--- src/rtl/dummy_adc_if.sv ---
// FIFO write-side bus between the capture block and the slot's circular FIFO.
// The block writes bytes; the FIFO owns both 11-bit pointers.
interface dummy_adc_if;
  logic        fifo_clk;
  logic [7:0]  fifo_data;
  logic        fifo_write;
  logic [10:0] fifo_addr_in;
  logic [10:0] fifo_addr_out;

  modport master (
    output fifo_clk, fifo_data, fifo_write,
    input  fifo_addr_in, fifo_addr_out
  );

  modport slave (
    input  fifo_clk, fifo_data, fifo_write,
    output fifo_addr_in, fifo_addr_out
  );
endinterface

--- src/rtl/dummy_adc.sv ---
// Stand-in ADC: deserializes a data/LRCK/BCK stream into {right,left} words
// and writes each word as four bytes into the slot FIFO, dropping whole samples when full.
module dummy_adc #(
  parameter int SAMPLE_BITS = 16,
  parameter int SYNC_STAGES = 2
) (
  input  logic        clk,
  input  logic        reset,
  input  logic [5:0]  slot_data,
  input  logic        direction,
  input  logic        channels,
  dummy_adc_if.master fif,
  output logic [7:0]  overflow_count,
  output logic        frame_error
);

  localparam int WW = 2 * SAMPLE_BITS;
  localparam int CW = $clog2(SAMPLE_BITS + 2);
  localparam logic [CW-1:0] CNT_FULL = CW'(SAMPLE_BITS);
  localparam logic [CW-1:0] CNT_SAT  = CW'(SAMPLE_BITS + 1);

  typedef enum logic [1:0] {C_ARM, C_LEFT, C_RIGHT} cap_state_t;
  typedef enum logic [2:0] {W_IDLE, W_B0, W_B1, W_B2, W_B3} wr_state_t;

  logic unused_in;
  assign unused_in = ^{channels, slot_data[5:3]};

  assign fif.fifo_clk = clk;

  // ---------------- input synchronizer + registered edge pulses
  logic [SYNC_STAGES-1:0][2:0] sync_q;
  logic [2:0] sync_out, hist_q;
  logic       bck_rise, lrck_rise, lrck_fall;

  assign sync_out = sync_q[SYNC_STAGES-1];

  always_ff @(posedge clk) begin
    if (reset) begin
      sync_q    <= '0;
      hist_q    <= '0;
      bck_rise  <= 1'b0;
      lrck_rise <= 1'b0;
      lrck_fall <= 1'b0;
    end else begin
      sync_q[0] <= slot_data[2:0];
      for (int i = 1; i < SYNC_STAGES; i++) sync_q[i] <= sync_q[i-1];
      hist_q    <= sync_out;
      bck_rise  <= sync_out[2] & ~hist_q[2];
      lrck_rise <= sync_out[1] & ~hist_q[1];
      lrck_fall <= ~sync_out[1] & hist_q[1];
    end
  end

  // hist_q[0] is the data bit sampled alongside the BCK level that produced bck_rise
  logic [SAMPLE_BITS-1:0] shift_q, shift_nx, left_q;
  logic [CW-1:0]          cnt_q, cnt_nx, lcnt_q;

  always_comb begin
    shift_nx = shift_q;
    cnt_nx   = cnt_q;
    if (bck_rise) begin
      if (cnt_q < CNT_FULL) shift_nx = {hist_q[0], shift_q[SAMPLE_BITS-1:1]};
      if (cnt_q != CNT_SAT) cnt_nx = cnt_q + 1'b1;
    end
  end

  // ---------------- capture FSM
  cap_state_t cap_state;
  logic       frame_ok, commit_req;
  logic [WW-1:0] word_nx;

  assign frame_ok   = (lcnt_q == CNT_FULL) && (cnt_nx == CNT_FULL);
  assign commit_req = direction && (cap_state == C_RIGHT) && lrck_rise && frame_ok;
  assign word_nx    = {shift_nx, left_q};

  always_ff @(posedge clk) begin
    if (reset) begin
      cap_state   <= C_ARM;
      shift_q     <= '0;
      cnt_q       <= '0;
      left_q      <= '0;
      lcnt_q      <= '0;
      frame_error <= 1'b0;
    end else begin
      frame_error <= 1'b0;
      shift_q     <= shift_nx;
      cnt_q       <= cnt_nx;
      if (!direction) begin
        cap_state <= C_ARM;
        shift_q   <= '0;
        cnt_q     <= '0;
      end else begin
        case (cap_state)
          C_ARM: if (lrck_rise) begin
            cap_state <= C_LEFT;
            shift_q   <= '0;
            cnt_q     <= '0;
          end
          C_LEFT: if (lrck_fall) begin
            // shift_nx/cnt_nx already include a BCK bit landing in this same cycle
            left_q    <= shift_nx;
            lcnt_q    <= cnt_nx;
            shift_q   <= '0;
            cnt_q     <= '0;
            cap_state <= C_RIGHT;
          end
          C_RIGHT: if (lrck_rise) begin
            shift_q     <= '0;
            cnt_q       <= '0;
            cap_state   <= C_LEFT;
            frame_error <= ~frame_ok;
          end
          default: cap_state <= C_ARM;
        endcase
      end
    end
  end

  // ---------------- byte writer
  wr_state_t     wr_state;
  logic [WW-1:0] word_q;
  logic [10:0]   free;
  logic          room;

  assign free = fif.fifo_addr_out - fif.fifo_addr_in - 11'd1;
  assign room = free >= 11'd4;

  always_ff @(posedge clk) begin
    if (reset) begin
      wr_state       <= W_IDLE;
      word_q         <= '0;
      fif.fifo_data  <= '0;
      fif.fifo_write <= 1'b0;
      overflow_count <= '0;
    end else begin
      // a sample that cannot start a burst right now is dropped whole
      if (commit_req && !(room && wr_state == W_IDLE) && overflow_count != 8'hFF)
        overflow_count <= overflow_count + 8'd1;
      case (wr_state)
        W_IDLE: if (commit_req && room) begin
          word_q         <= word_nx;
          fif.fifo_data  <= word_nx[7:0];
          fif.fifo_write <= 1'b1;
          wr_state       <= W_B0;
        end
        W_B0: begin
          fif.fifo_data <= word_q[15:8];
          wr_state      <= W_B1;
        end
        W_B1: begin
          fif.fifo_data <= word_q[23:16];
          wr_state      <= W_B2;
        end
        W_B2: begin
          fif.fifo_data <= word_q[31:24];
          wr_state      <= W_B3;
        end
        W_B3: begin
          fif.fifo_data  <= '0;
          fif.fifo_write <= 1'b0;
          wr_state       <= W_IDLE;
        end
        default: begin
          fif.fifo_write <= 1'b0;
          wr_state       <= W_IDLE;
        end
      endcase
    end
  end

endmodule

--- src/flat_wrapper.sv ---
// flat-port wrapper written by rule: the top's interface ports become plain ports
module dummy_adc_flat 
#(
  parameter int SAMPLE_BITS = 16,
  parameter int SYNC_STAGES = 2
)
  (clk, reset, slot_data, direction, channels, overflow_count, frame_error, fif_fifo_clk, fif_fifo_data, fif_fifo_write, fif_fifo_addr_in, fif_fifo_addr_out);
  dummy_adc_if fif_i ();
  input  logic clk;
  input  logic reset;
  input  logic [5:0] slot_data;
  input  logic direction;
  input  logic channels;
  output logic [7:0] overflow_count;
  output logic frame_error;
  output wire logic [$bits(fif_i.fifo_clk)-1:0] fif_fifo_clk;
  output wire logic [$bits(fif_i.fifo_data)-1:0] fif_fifo_data;
  output wire logic [$bits(fif_i.fifo_write)-1:0] fif_fifo_write;
  input wire logic [$bits(fif_i.fifo_addr_in)-1:0] fif_fifo_addr_in;
  input wire logic [$bits(fif_i.fifo_addr_out)-1:0] fif_fifo_addr_out;
  assign fif_fifo_clk = fif_i.fifo_clk;
  assign fif_fifo_data = fif_i.fifo_data;
  assign fif_fifo_write = fif_i.fifo_write;
  assign fif_i.fifo_addr_in = fif_fifo_addr_in;
  assign fif_i.fifo_addr_out = fif_fifo_addr_out;
  dummy_adc #(.SAMPLE_BITS(SAMPLE_BITS), .SYNC_STAGES(SYNC_STAGES)) u_core (.clk(clk), .reset(reset), .slot_data(slot_data), .direction(direction), .channels(channels), .fif(fif_i), .overflow_count(overflow_count), .frame_error(frame_error));
endmodule
--- config.mk ---
export PLATFORM = sky130hd
export DESIGN_NAME = dummy_adc_flat
export DESIGN_NICKNAME = d
export VERILOG_FILES = /design/src/rtl/dummy_adc_if.sv /design/src/rtl/dummy_adc.sv /design/src/flat_wrapper.sv
export SDC_FILE = /design/constraint.sdc
export NUM_CORES = 1
export LEC_CHECK = 0
export BUFFER_PORTS_ARGS = -buffer_cell sky130_fd_sc_hd__buf_2
export CORE_ASPECT_RATIO = 1.4
export CORE_MARGIN = 3
export CORE_UTILIZATION = 55
export CTS_CLUSTER_DIAMETER = 40
export DETAILED_ROUTE_END_ITERATION = 8
export PLACE_DENSITY_LB_ADDON = 0.1
export SYNTH_ARGS = -nofsm -noshare
export SYNTH_HDL_FRONTEND = slang
export SYNTH_SLANG_ARGS = --single-unit
--- constraint.sdc ---
create_clock -name clk -period 4.14 [get_ports clk]
set_input_delay 0.414 -clock clk [delete_from_list [all_inputs] [get_ports clk]]
set_output_delay 0.414 -clock clk [all_outputs]
set_load 0.03 [all_outputs]
==> flow_summary.ini <==
[logic_synthesis]
yosysSeqAreaShare_pct = 44.5
yosys-top-cells-count = dfxtp_1 (101), nor2_1 (91), mux2i_1 (41)
synth_most_common_cell = dfxtp_1
yosysTopAreaCell = dfxtp_1
synth_area_um2 = 4540
synth_top_area_share_pct = 44.5
syn-instance-count = 508
ys_ff_latch = 101
synth_edf_count = 0
ys_warn_count = 0
async_flop_share_pct = 0
synth_cell_types = 52
syn_area_per_cell_um2 = 8.94
synth_top_cells_by_area = dfxtp_1 (45%), mux2i_1 (9.0%), nor2_1 (7.5%), a211oi_1 (6.3%), a21oi_1 (4.0%)
synth_fp_nets = 554
synth_flop_cell = dfxtp_1

[cts]
clk_latency_ns = 0.47
cts_tree = built
postCtsSetupRepairBufs = 0
clk_pin_slew_ns = 0.10
ctsResizeCount = 0
ctsHoldBuffers = 0

[die]
coreArea_um2 = 7890
die_h_um = 114
io_pins = 51
die-area_um2 = 9400
rows = 38
start_util_pct = 57.5
die_x_um = 82.8

[setup_path]
cp_slowest_cell = a211oi_1
worstPathRequired_ns = 4.54
crit_family = simple AND/OR/NAND/NOR gates
path_common_cell = inv_1
r2r_end = u_core.overflow_count[2]
cpPeakStageDelay_ns = 0.49
r2r_setup_slack_ns = 1.11
critPathKind = primary input to register
crit_end = u_core.overflow_count[5]
cp-start-kind = primary input
reg2regPathDepth = 8
path_buf_inv = 3
path_depth = 13
cp-end-kind = register
rr_startpoint = u_core.cnt_q[0]
path_max_fanout = 9
worst_ep_arrival_time_ns = 3.59
crit_start = fif_fifo_addr_in[0]
path_cells = buf_2 > inv_1 > ha_1 > inv_1 > fa_1 > nand2b_1 > a211oi_1 > nor2_1 > xnor2_1 > nor4b_4 > a32oi_1 > or3_1 > a21oi_1

[route]
drc = 0
drt_iter0_drc = 195
top_layer_used = met4
m1WireLength_um = 4000
wl_per_cell_um = 14.2
final_antenna_net_count = 0
met3WireLength_um = 415
wl_um = 9180
vias = 3598
drt_first_pass_iters = 4
via_per_inst = 5.56
dr_wl_met2_um = 4500

[cells_and_area]
multi_input_area_um2 = 2330
drive_gt1_share_pct = 13.2
antennaDiodeCount = 0
register_area_um2 = 2020
nNetsFinal = 588
nFillCells = 722
area_growth_pct = 11.8

[power_and_ir_drop]
power_switching_uw = 450
irDropWorstVdd_v = 0.000551
p_int_uw = 1450
leakage_uw = 0.00201
power.share.sequential_pct = 51.5
power_density_nw_per_um2 = 373
pwr-share-clk_pct = 41.1
p_comb_share_pct = 7.3
switching_share_pct = 23.7
power.total_uw = 1900

[timing]
fin_hold_ws_ns = 0.156
relSlewSlack_pct = 34.0
period_minus_slack_ns = 3.19
tightest_slew_ns = 0.991
finalClockSkew_ns = 0.0118
fmax_ghz = 0.314
rsz0062_at_grt = false
timing_hold_violations_final = 0
maxSlewViolCount = 0
setup_viol = 0
final.setup.tns_ns = 0
finalCritPeriodShare_pct = 77.0

[global_route]
grt_pass1_wl_um = 15900
overflow = 0
grt_antenna_before_repair = 0
grt_max_degree = 73
grt_pass1_vias = 3507
grtUsageTotal_pct = 20.8

[min_path]
min-delay-start = slot_data[1]
hp-class = primary input to register

[place]
hpwl_um = 6270
gp_congestion = 0.811
numPortBuffers = 46

[flow_run]
cap_violations = 0

[run_status]
status = finished clean
==> power by group through the flow <==
stage                     sequential, µW  combinational [µW]  clock, µW
after floorplan                      999                 106       36.2
after global placement              1000                 136       30.4
after detailed placement            1000                 139       30.4
after CTS                            977                 140        799
after global routing                 978                 157        842
final                                977                 139        780
==> flip-flops by register name (all words and copies together), names as in the netlist <==
register,flops
u_core.cap_state,2
u_core.cnt_q,5
u_core.frame_error,1
u_core.lrck_fall,1
u_core.sync_out,3
u_core.sync_q,3
u_core.fif.fifo_data,8
u_core.wr_state,3
u_core.bck_rise,1
u_core.overflow_count,8
u_core.left_q,16
u_core.lcnt_q,5
u_core.lrck_rise,1
u_core.word_q,24
u_core.fif.fifo_write,1
u_core.shift_q,16
u_core.hist_q,3
==> placed cells by master, fill, tap and decap left out, types with 2 or more instances in the layout <==
cell	Yosys	routed
a21o_1	5	5
ha_1	13	13
clkbuf_1	19	2
and3_1	5	5
a31oi_1	3	3
nor3_1	5	5
o2111ai_1	2	2
and3b_1	2	2
clkinvlp_4	0	2
dfxtp_1	101	101
a211oi_1	38	38
nand4_1	6	6
buf_4	2	2
buf_2	4	46
nand3_1	6	6
xor2_1	3	3
o21ai_0	14	14
nand2_1	14	14
clkbuf_8	0	12
or4b_1	2	2
nand3b_1	2	2
a211o_1	3	3
o2bb2ai_1	3	3
a21oi_1	36	36
nor2_1	91	90
inv_1	21	21
or3_1	7	7
nand2b_1	9	9
nor2b_1	14	14
bufinv_16	0	2
nor4_1	3	3
and2_1	4	4
xnor2_1	6	6
mux2i_1	41	41
==> kinds of logic (layout without fill, tap and decap cells) <==
| family | count (synthesis) | count (layout) | synth area share [%] |
|---|---|---|---|
| mux | 42 | 42 | 9.28 |
| buf+inv | 50 | 89 | 4.41 |
| flops | 101 | 101 | 44.5 |
| fa+ha+maj | 14 | 14 | 4.02 |
| simple gates | 176 | 176 | 19.1 |
| compound gates | 116 | 116 | 16.9 |
| xor+xnor | 9 | 9 | 1.74 |
==> layout make-up <==
type	instances	share of cell area [%]
Sequential cell	101	39.8
Multi-Input combinational cell	357	45.9
Clock inverter	5	1.65
Timing Repair Buffer	48	5.13
Clock buffer	15	3.50
Tap cell	100	2.46
Inverter	21	1.55
==> worst min-delay path by stage <==
stage	end	cells after the start
after floorplan	u_core.bck_rise	1
after global placement	u_core.bck_rise	1
after detailed placement	u_core.bck_rise	1
after CTS	u_core.sync_q[1]	2
after global routing	u_core.sync_q[1]	2
final	u_core.sync_q[1]	2
==> routing by layer <==
layer	vias up	GRT usage, %
met4	0	12.0
met3	19	4.99
met2	77	35.9
met1	1649	23.4
met5	-	0
li1	1853	-
==> per-stage QoR <==
step | instance area (µm²) | utilization, % | worst slack (ns) | cells
6_report | 5080 | 64.3 | 0.950 | 647
5_1_grt | 5080 | 64.3 | 0.769 | 647
4_1_cts | 5080 | 64.3 | 0.955 | 647
3_5_place_dp | 4820 | 61.1 | 0.476 | 628
3_3_place_gp | 4820 | 61.1 | 0.508 | 628
2_1_floorplan | 4540 | - | 1.11 | 508
(Power assumes the default switching activity.)
